File: config.mk
export PLATFORM = sky130hd
export DESIGN_NAME = mux_scan_seq_flat
export DESIGN_NICKNAME = d
export VERILOG_FILES = /design/src/rtl/mux_scan_pkg.sv /design/src/rtl/mux_scan_seq_if.sv /design/src/rtl/mux_scan_smp_reg.sv /design/src/rtl/mux_scan_seq.sv /design/src/flat_wrapper.sv
export SDC_FILE = /design/constraint.sdc
export NUM_CORES = 1
export LEC_CHECK = 0
export BUFFER_PORTS_ARGS = -buffer_cell sky130_fd_sc_hd__buf_4
export CAP_MARGIN = 20
export CORE_MARGIN = 2
export CORE_UTILIZATION = 50
export CTS_BUF_LIST = sky130_fd_sc_hd__clkbuf_4
export CTS_CLUSTER_SIZE = 8
export DETAILED_ROUTE_END_ITERATION = 10
export GPL_TIMING_DRIVEN = 0
export PLACE_DENSITY = 0.81
export SKIP_CTS_REPAIR_TIMING = 1
export SYNTH_ARGS = -nofsm -noshare
export SYNTH_HDL_FRONTEND = slang
export SYNTH_HIERARCHICAL = 1
export SYNTH_SLANG_ARGS = --single-unit
File: constraint.sdc
create_clock -name clk -period 2.71 [get_ports clk]
set_clock_uncertainty 0.05 [all_clocks]
set_input_delay 0.1355 -clock clk [delete_from_list [all_inputs] [get_ports clk]]
set_output_delay 0.1355 -clock clk [all_outputs]
set_load 0.05 [all_outputs]
File: src/rtl/mux_scan_pkg.sv
// -----------------------------------------------------------------------------
// mux_scan_pkg
// Shared definitions for the mux select sequencer:
//   - default geometry of the 31:1 x 2-bit input mux (NUM_INP, SEL_W, DATA_W)
//   - LAST_IDX, the highest select value that is ever driven
//   - state_t, the sequencer state encoding (IDLE, SCAN, DRAIN)
// -----------------------------------------------------------------------------
package mux_scan_pkg;

    localparam int NUM_INP  = 31;
    localparam int SEL_W    = 5;
    localparam int DATA_W   = 2;
    localparam int LAST_IDX = NUM_INP - 1;

    typedef enum logic [1:0] {
        IDLE  = 2'd0,
        SCAN  = 2'd1,
        DRAIN = 2'd2
    } state_t;

endpackage

File: src/rtl/mux_scan_seq_if.sv
// -----------------------------------------------------------------------------
// mux_scan_seq_if
// Bundles the mux-facing select/data pair and the downstream sample handshake.
//   sel        select driven to the mux
//   mux_out    combinational mux output for the current sel
//   smp_valid  sample register holds data
//   smp_ready  downstream accepts the sample
//   smp_data   sampled value
//   smp_idx    index the sample came from
// Modports:
//   master  the sequencer (drives sel and the sample, receives mux_out/ready)
//   slave   the environment (mux model + downstream consumer)
// -----------------------------------------------------------------------------
interface mux_scan_seq_if #(
    parameter int SEL_W  = mux_scan_pkg::SEL_W,
    parameter int DATA_W = mux_scan_pkg::DATA_W
);

    logic [SEL_W-1:0]  sel;
    logic [DATA_W-1:0] mux_out;
    logic              smp_valid;
    logic              smp_ready;
    logic [DATA_W-1:0] smp_data;
    logic [SEL_W-1:0]  smp_idx;

    modport master (
        output sel,
        input  mux_out,
        output smp_valid,
        input  smp_ready,
        output smp_data,
        output smp_idx
    );

    modport slave (
        input  sel,
        output mux_out,
        input  smp_valid,
        output smp_ready,
        input  smp_data,
        input  smp_idx
    );

endinterface

File: src/rtl/mux_scan_smp_reg.sv
// -----------------------------------------------------------------------------
// mux_scan_smp_reg
// Single-entry sample register with valid/ready hold logic.
//   clk      clock, rising edge
//   rst      asynchronous active-high reset
//   load_i   capture data_i/idx_i and set valid
//   flush_i  drop the held sample without a transfer (wins over load_i)
//   ready_i  downstream accepts the held sample
//   data_i   value to capture
//   idx_i    index to capture
//   valid_o  register holds a sample
//   data_o   held value
//   idx_o    held index
// The payload only changes on load_i, so it is stable while valid_o=1 and
// ready_i=0 as long as the owner never loads into a stalled register.
// -----------------------------------------------------------------------------
module mux_scan_smp_reg #(
    parameter int SEL_W  = 5,
    parameter int DATA_W = 2
) (
    input  logic              clk,
    input  logic              rst,
    input  logic              load_i,
    input  logic              flush_i,
    input  logic              ready_i,
    input  logic [DATA_W-1:0] data_i,
    input  logic [SEL_W-1:0]  idx_i,
    output logic              valid_o,
    output logic [DATA_W-1:0] data_o,
    output logic [SEL_W-1:0]  idx_o
);

    logic              valid_q, valid_d;
    logic [DATA_W-1:0] data_q,  data_d;
    logic [SEL_W-1:0]  idx_q,   idx_d;

    always_comb begin
        valid_d = valid_q;
        data_d  = data_q;
        idx_d   = idx_q;
        if (flush_i) begin
            valid_d = 1'b0;
        end else if (load_i) begin
            valid_d = 1'b1;
            data_d  = data_i;
            idx_d   = idx_i;
        end else if (valid_q && ready_i) begin
            valid_d = 1'b0;
        end
    end

    always_ff @(posedge clk or posedge rst) begin
        if (rst) begin
            valid_q <= 1'b0;
            data_q  <= '0;
            idx_q   <= '0;
        end else begin
            valid_q <= valid_d;
            data_q  <= data_d;
            idx_q   <= idx_d;
        end
    end

    assign valid_o = valid_q;
    assign data_o  = data_q;
    assign idx_o   = idx_q;

endmodule

File: src/rtl/mux_scan_seq.sv
// -----------------------------------------------------------------------------
// mux_scan_seq
// Select sequencer upstream of the NUM_INP:1 x DATA_W input mux. A start
// request sweeps sel over 0..NUM_INP-1, one index per accepted sample; each
// sample is offered downstream with valid/ready and also written into a packed
// snapshot for software readback.
// Ports:
//   clk       clock, rising edge
//   reset     asynchronous active-high reset
//   start     one-cycle scan request, honoured only in IDLE
//   abort     terminates an active scan (wins over start and over capture)
//   bus       mux_scan_seq_if.master: sel, mux_out, smp_valid/ready/data/idx
//   busy      high in SCAN and DRAIN
//   done      one-cycle pulse at scan completion
//   snapshot  packed samples, bits [i*DATA_W +: DATA_W] hold input i
// Build option:
//   MUX_SCAN_CONT_EN  sweep continuously (wrap sel, pulse done per sweep)
//                     until abort; DRAIN is never entered.
// -----------------------------------------------------------------------------
module mux_scan_seq
    import mux_scan_pkg::*;
#(
    parameter int NUM_INP = mux_scan_pkg::NUM_INP,
    parameter int SEL_W   = mux_scan_pkg::SEL_W,
    parameter int DATA_W  = mux_scan_pkg::DATA_W
) (
    input  logic                      clk,
    input  logic                      reset,
    input  logic                      start,
    input  logic                      abort,
    mux_scan_seq_if.master            bus,
    output logic                      busy,
    output logic                      done,
    output logic [NUM_INP*DATA_W-1:0] snapshot
);

    localparam logic [SEL_W-1:0] LAST_SEL = SEL_W'(NUM_INP - 1);

    state_t           state_q, state_d;
    logic [SEL_W-1:0] sel_q,   sel_d;
    logic             done_q,  done_d;

    logic              cap;
    logic              load;
    logic              flush;
    logic              smp_valid;
    logic [DATA_W-1:0] smp_data;
    logic [SEL_W-1:0]  smp_idx;

    // The register can take a new sample when empty or when its current
    // sample leaves on this edge.
    assign cap = !smp_valid || bus.smp_ready;

    always_comb begin
        state_d = state_q;
        sel_d   = sel_q;
        done_d  = 1'b0;
        load    = 1'b0;
        flush   = 1'b0;
        case (state_q)
            IDLE: begin
                sel_d = '0;
                if (!abort && start) begin
                    state_d = SCAN;
                end
            end
            SCAN: begin
                if (abort) begin
                    state_d = IDLE;
                    sel_d   = '0;
                    flush   = 1'b1;
                end else if (cap) begin
                    load = 1'b1;
                    if (sel_q == LAST_SEL) begin
                        sel_d = '0;
`ifdef MUX_SCAN_CONT_EN
                        done_d = 1'b1;
`else
                        state_d = DRAIN;
`endif
                    end else begin
                        sel_d = sel_q + 1'b1;
                    end
                end
            end
            DRAIN: begin
                sel_d = '0;
                if (abort) begin
                    state_d = IDLE;
                    flush   = 1'b1;
                end else if (cap) begin
                    // Final sample is leaving (or already gone).
                    state_d = IDLE;
                    done_d  = 1'b1;
                end
            end
            default: begin
                state_d = IDLE;
                sel_d   = '0;
                flush   = 1'b1;
            end
        endcase
    end

    always_ff @(posedge clk or posedge reset) begin
        if (reset) begin
            state_q <= IDLE;
            sel_q   <= '0;
            done_q  <= 1'b0;
        end else begin
            state_q <= state_d;
            sel_q   <= sel_d;
            done_q  <= done_d;
        end
    end

    mux_scan_smp_reg #(
        .SEL_W  (SEL_W),
        .DATA_W (DATA_W)
    ) u_smp_reg (
        .clk     (clk),
        .rst     (reset),
        .load_i  (load),
        .flush_i (flush),
        .ready_i (bus.smp_ready),
        .data_i  (bus.mux_out),
        .idx_i   (sel_q),
        .valid_o (smp_valid),
        .data_o  (smp_data),
        .idx_o   (smp_idx)
    );

    // One register per snapshot slot, written when its index is captured.
    logic [DATA_W-1:0] snap_q [NUM_INP];

    genvar gi;
    generate
        for (gi = 0; gi < NUM_INP; gi++) begin : g_slot
            always_ff @(posedge clk or posedge reset) begin
                if (reset) begin
                    snap_q[gi] <= '0;
                end else if (load && (sel_q == SEL_W'(gi))) begin
                    snap_q[gi] <= bus.mux_out;
                end
            end
            assign snapshot[gi*DATA_W +: DATA_W] = snap_q[gi];
        end
    endgenerate

    assign bus.sel       = sel_q;
    assign bus.smp_valid = smp_valid;
    assign bus.smp_data  = smp_data;
    assign bus.smp_idx   = smp_idx;
    assign busy          = (state_q != IDLE);
    assign done          = done_q;

endmodule
File: src/flat_wrapper.sv
// flat-port wrapper written by rule: the top's interface ports become plain ports
module mux_scan_seq_flat import mux_scan_pkg::*;
#(
    parameter int NUM_INP = mux_scan_pkg::NUM_INP,
    parameter int SEL_W   = mux_scan_pkg::SEL_W,
    parameter int DATA_W  = mux_scan_pkg::DATA_W
)
  (clk, reset, start, abort, busy, done, snapshot, bus_sel, bus_mux_out, bus_smp_valid, bus_smp_ready, bus_smp_data, bus_smp_idx);
  mux_scan_seq_if #(.SEL_W(SEL_W), .DATA_W(DATA_W)) bus_i ();
  input  logic clk;
  input  logic reset;
  input  logic start;
  input  logic abort;
  output logic busy;
  output logic done;
  output logic [NUM_INP*DATA_W-1:0] snapshot;
  output wire logic [$bits(bus_i.sel)-1:0] bus_sel;
  input wire logic [$bits(bus_i.mux_out)-1:0] bus_mux_out;
  output wire logic [$bits(bus_i.smp_valid)-1:0] bus_smp_valid;
  input wire logic [$bits(bus_i.smp_ready)-1:0] bus_smp_ready;
  output wire logic [$bits(bus_i.smp_data)-1:0] bus_smp_data;
  output wire logic [$bits(bus_i.smp_idx)-1:0] bus_smp_idx;
  assign bus_sel = bus_i.sel;
  assign bus_i.mux_out = bus_mux_out;
  assign bus_smp_valid = bus_i.smp_valid;
  assign bus_i.smp_ready = bus_smp_ready;
  assign bus_smp_data = bus_i.smp_data;
  assign bus_smp_idx = bus_i.smp_idx;
  mux_scan_seq #(.NUM_INP(NUM_INP), .SEL_W(SEL_W), .DATA_W(DATA_W)) u_core (.clk(clk), .reset(reset), .start(start), .abort(abort), .bus(bus_i), .busy(busy), .done(done), .snapshot(snapshot));
endmodule
* After elaboration in Yosys (flattened, before gate mapping) *
Index checks and enable logic that the tools add are counted.

storage, ports and cells
  register bits = 78

operators by class
  $add $sub $neg = 1
  equality and inequality tests = 36
  muxes and demuxes = 20
  bitwise gates (word level) = 1
  reductions and logical operators = 43

operators with widths
  kind                                                                    count
  5-bit equality test (second input constant)                             15
  5-bit by 4-bit equality test with 1-bit output (second input constant)  8
  1-bit logical AND                                                       33
  5-bit by 3-bit equality test with 1-bit output (second input constant)  4
  5-bit two-way mux                                                       4
  2-bit two-way mux                                                       6
  5-bit by 2-bit equality test with 1-bit output (second input constant)  2
  3-bit by 2-bit != test with 1-bit output (second input constant)        3
  1-bit two-way mux                                                       8
  2-bit case mux with 3 select lines                                      1
  5-bit by 1-bit adder with 5-bit output (second input constant)          1
  5-bit by 1-bit equality test with 1-bit output (second input constant)  1
  5-bit logical NOT                                                       1
  4-bit AND reduction                                                     1
  3-bit nonzero test                                                      1
  2-bit by 1-bit equality test with 1-bit output (second input constant)  1
  2-bit equality test (second input constant)                             1
  1-bit logical NOT                                                       2
  2-bit logical NOT                                                       1
  2-bit by 1-bit != test with 1-bit output (second input constant)        1
  1-bit case mux with 2 select lines                                      1
  2-bit AND reduction                                                     1
  2-bit nonzero test                                                      1
  2-bit OR reduction                                                      1
  other kinds (2)                                                         2

* Longest topological paths before layout *
  word-level depth = 7
  depth in mapped cells = 7
  mapped depth without buffers = 6

* By module *
The synthesis kept the hierarchy.

by module, submodules not included
  module            instances  cells an instance  area an instance (sq um)
  mux_scan_seq      1          240                3105.5
  mux_scan_smp_reg  1          21                 349.1

* Worst setup path before layout *
No wires, ideal clock.

  kind = reg2reg
  start point = register u_core.sel_q[0] (netlist: u_core/bus.sel[0])
  end point = register u_core.state_q[0]
  setup time = 0.125 ns
  data arrival time = 1.739 ns
  setup slack = 0.797 ns
  stages on the path, launching flop included = 7
  period minus slack after synthesis = 1.913 ns
  path through = dfrtp_1 > inv_1 > ha_1 > nand4_1 > nand2_1 > nand3_1 > mux2_2

on the way
  longest elaborated chain between the ends = 3

RTL lines
  item                                                line                 text
  start, declared                                     mux_scan_seq.sv:40   logic [SEL_W-1:0] sel_q, sel_d;
  start signal, assigned                              mux_scan_seq.sv:112  sel_q <= sel_d;
  5-bit equality test                                 mux_scan_seq.sv:74   if (sel_q == LAST_SEL) begin
  3-bit by 2-bit != test with 1-bit output (no line)  --
  4-bit AND reduction (no line)                       --
  end signal, assigned                                mux_scan_seq.sv:111  state_q <= state_d;
  end, declared                                       mux_scan_seq.sv:39   state_t state_q, state_d;

No other way between the ends.
A chain may end at the register's enable or synchronous reset.

* Worst setup path in the final report *
  start point = register u_core.state_q[1]
  end point = register u_core.snap_q, in the netlist u_core/snapshot[39]

on the way
  longest elaborated chain between the ends = 3

RTL lines
  item                                            line                 text
  2-bit by 1-bit equality test with 1-bit output  mux_scan_seq.sv:60   case (state_q)
  1-bit two-way mux                               mux_scan_seq.sv:60
  1-bit logical AND                               mux_scan_seq.sv:142  end else if (load && (sel_q == SEL_W'(gi))) begin
  end signal, assigned by index                   mux_scan_seq.sv:143  snap_q[gi] <= bus.mux_out;
  end, declared                                   mux_scan_seq.sv:134  logic [DATA_W-1:0] snap_q [NUM_INP];

No other way between the ends.

==> flow_summary_export.csv <==
group,metric,value,unit
yosys,yosysMostFrequentCell,"dfrtp_1",
routing,routed_wl,7.471,mm
sta,setup_ws,0.7118,ns
sta,worstMarginPinSlew,0.8520,ns
die,initial_core_util,51.13,%
clocking,root_buffer,"clkbuf_4",
sta,period_share,73.73,%
die,core_area,6756,um2
sta,final.setup.tns,0,ns
yosys,synthSimpleGateAreaFrac,11.12,%
sta,max_freq,500.5,MHz
layout,nFillCells,547,
yosys,synth_seq_cells,78,
sta,hold_viol_final,0,
run_status,outcome,"finished, final reports clean",
placed_design,hpwl,5.498,mm
worst_setup_path,required,2.99,ns
routing,ant_nets,0,
routing,drc,0,
die,die_w,87.12,um
worst_setup_path,cp_cell_sequence,"inv_1, ha_1, nor4b_4, nand2_2, nor2_1, mux2_2",
sta,slew_violations,0,
worst_setup_path,endpoint_kind,"flop",
yosys,synthTopCellsByCount,"78 x dfrtp_1, 61 x mux2_2, 22 x nand2_1, 17 x nor2_1, 10 x inv_1",
layout,diodes,0,
power_and_ir_drop,p_leak,2.291,nW
layout,nets,375,
grt,overflow,0,
worst_setup_path,start_kind,"flop",
yosys,yosysTopAreaCell,"dfrtp_1",
hold_path,hold_path.class,"primary input to flop",
clocking,cts_sinks,78,
layout,utilization,64.72,%
yosys,synth_top_family_by_area,"multiplexers",
yosys,async_flop_share,100.0,%
yosys,synth_fa_ha_area_share,3.260,%
job,cap_violations,0,
yosys,yosys_warnings,6,
worst_setup_path,path_max_fanout,5,
clocking,clkSlewWorstSetupHoldPaths,0.14,ns
die,dieHeight,87.12,um
grt,grt_pass1_wl,12.31,mm
worst_setup_path,cp_slowest_cell,"dfrtp_1",
yosys,synth_top_area_share,56.50,%
yosys,syn_area_per_cell,13.24,um2
yosys,syn_nets,277,
routing,vias,2357,
clocking,cts_inserted_buffers,9,
clocking,cts.htree.levels,3,
placed_design,post-place-ws,0.7136,ns
die,io_pins,84,
die,die_area,7590,um2
placed_design,place_congestion,0.7537,
worst_setup_path,crit_arrival,2.28,ns
yosys,synth_compound_area_share,2.101,%
yosys,synth_edf_count,0,
yosys,synthTopCellsByArea,"dfrtp_1 57%, mux2_2 20%, ha_1 3.3%",
placed_design,io_buffers,83,
die,rows,30,
sta,setup_viol,0,
clocking,worstSkewPairLatency,0.42,ns
clocking,cts_max_path_buffers,2,
layout,syn2layout_area_growth,26.58,%
grt,grt.total_usage,21.12,%
power_and_ir_drop,p_per_area,697.5,nW/um2
routing,detailedRoute.firstIterationViolations,182,
layout,layout-drive-gt1-share,50.00,%
routing,wl_per_cell,16.83,um
sta,relSlewSlack,43.20,%
yosys,ys_types,31,
grt,grt_max_degree,71,
yosys,ys_seq_area_share,56.50,%
yosys,synth.mux.area_fraction,23.87,%
yosys,synth_area,3455,um2
yosys,synthXorXnorAreaFrac,0,%
worst_setup_path,path_class,"flop to flop",
yosys,synthFlopType,"dfrtp_1",
clocking,cts_tree,"built",
routing,firstDrtPassIters,4,
routing,vias_per_cell,5.309,
sta,rsz0062_at_grt,"no",
worst_setup_path,max_stage_delay,0.42,ns
yosys,synthCells,261,
sta,finalCriticalPeriod,1.998,ns
grt,antenna_found_initial,0,
power_and_ir_drop,ir_worst_vdd,0.5647,mV
grt,grt_pass1_vias,2416,
==> kinds of logic after synthesis <==
kind of cell | after synthesis
AO/OA/AOI/OAI | 11
adder cells (fa/ha/maj) | 9
buffers and inverters | 22
flip-flops | 78
multiplexers | 71
AND/OR/NAND/NOR | 70
==> worst paths after layout <==
path	to	startpoint	slack [ns]	depth (start not counted)
worst max-delay path	u_core/snapshot[39]	u_core/state_q[1]	0.71	6
worst min register to register	u_core/snapshot[36]	u_core/snapshot[36]	0.47	1
min in group asynchronous	u_core/u_smp_reg/data_o[1]	reset	0.17	3
max in group asynchronous	u_core/snapshot[37]	reset	1.67	3
worst min-delay path	u_core/done	abort	0.02	3
worst max register to register	u_core/snapshot[39]	u_core/state_q[1]	0.71	6
==> state kept, by name, indices dropped and copies added, names as in the netlist <==
| signal | flops |
|---|---|
| u_core/state_q | 2 |
| u_core/done | 1 |
| u_core/u_smp_reg/valid_o | 1 |
| u_core/u_smp_reg/data_o | 2 |
| u_core/bus.sel | 5 |
| u_core/snapshot | 62 |
| u_core/u_smp_reg/idx_o | 5 |
==> cell type report <==
class / count / area, um2 / area share (%)
Sequential cell: 78 / 1952 / 44.64
Clock inverter: 7 / 85.08 / 1.946
Multi-Input combinational cell: 161 / 1394 / 31.87
Tap cell: 80 / 100.1 / 2.289
Timing Repair Buffer: 87 / 663.1 / 15.16
Inverter: 10 / 40.04 / 0.9156
Clock buffer: 9 / 67.56 / 1.545
Buffer: 12 / 71.32 / 1.631
==> stage by stage <==
step	instance area (um2)	power [mW]	cells	hold slack [ns]
2_1_floorplan	3455	2.048	261	-0.09884
3_3_place_gp	4178	2.291	424	0.04875
3_5_place_dp	4180	2.326	424	0.07409
4_1_cts	4333	3.074	440	-0.4041
5_1_grt	4373	3.214	444	0.01437
6_report	4373	3.050	444	0.02172
==> routing by layer <==
| metal | vias to the layer above | wire, um | track usage (%) |
|---|---|---|---|
| met5 | - | 0 | 0 |
| met4 | 0 | 173 | 7.273 |
| met3 | 17 | 321 | 5.403 |
| met2 | 65 | 3778 | 33.80 |
| met1 | 1177 | 3197 | 28.13 |
| li1 | 1098 | - | - |
==> where the power goes <==
part | leakage [nW] | internal [mW] | switching [mW] | total (mW)
Clock | 0.0838 | 0.302 | 0.440 | 0.742
Combinational | 1.13 | 0.342 | 0.641 | 0.983
Sequential | 1.07 | 1.26 | 0.0664 | 1.33
==> critical path, delay by kind of cell (launching register included) <==
| kind | cells | cell delay, ns |
|---|---|---|
| DFF | 1 | 0.42 |
| muxes | 1 | 0.36 |
| adders and majority gates | 1 | 0.23 |
| and+or+nand+nor | 3 | 0.71 |
| buffers and inverters | 1 | 0.12 |
==> layout by cell type (no fill, tap or decap), types with 2 or more instances in the layout <==
master / count
dfrtp_1: 78
nand3_1: 5
clkbuf_1: 6
dlygate4sd3_1: 4
nor2b_1: 5
inv_1: 9
buf_6: 3
nand2_1: 22
ha_1: 9
mux2_4: 7
buf_4: 83
nand4_1: 2
o22ai_1: 2
mux2_2: 61
and3_1: 6
a22oi_1: 2
mux2_1: 2
inv_6: 4
nor2_1: 17
nand2_2: 2
buf_2: 3
nand2b_1: 4
o21ai_0: 2
a21oi_1: 2
and4bb_2: 2
clkbuf_4: 9
Note: power is estimated with default switching activity, not from simulation.
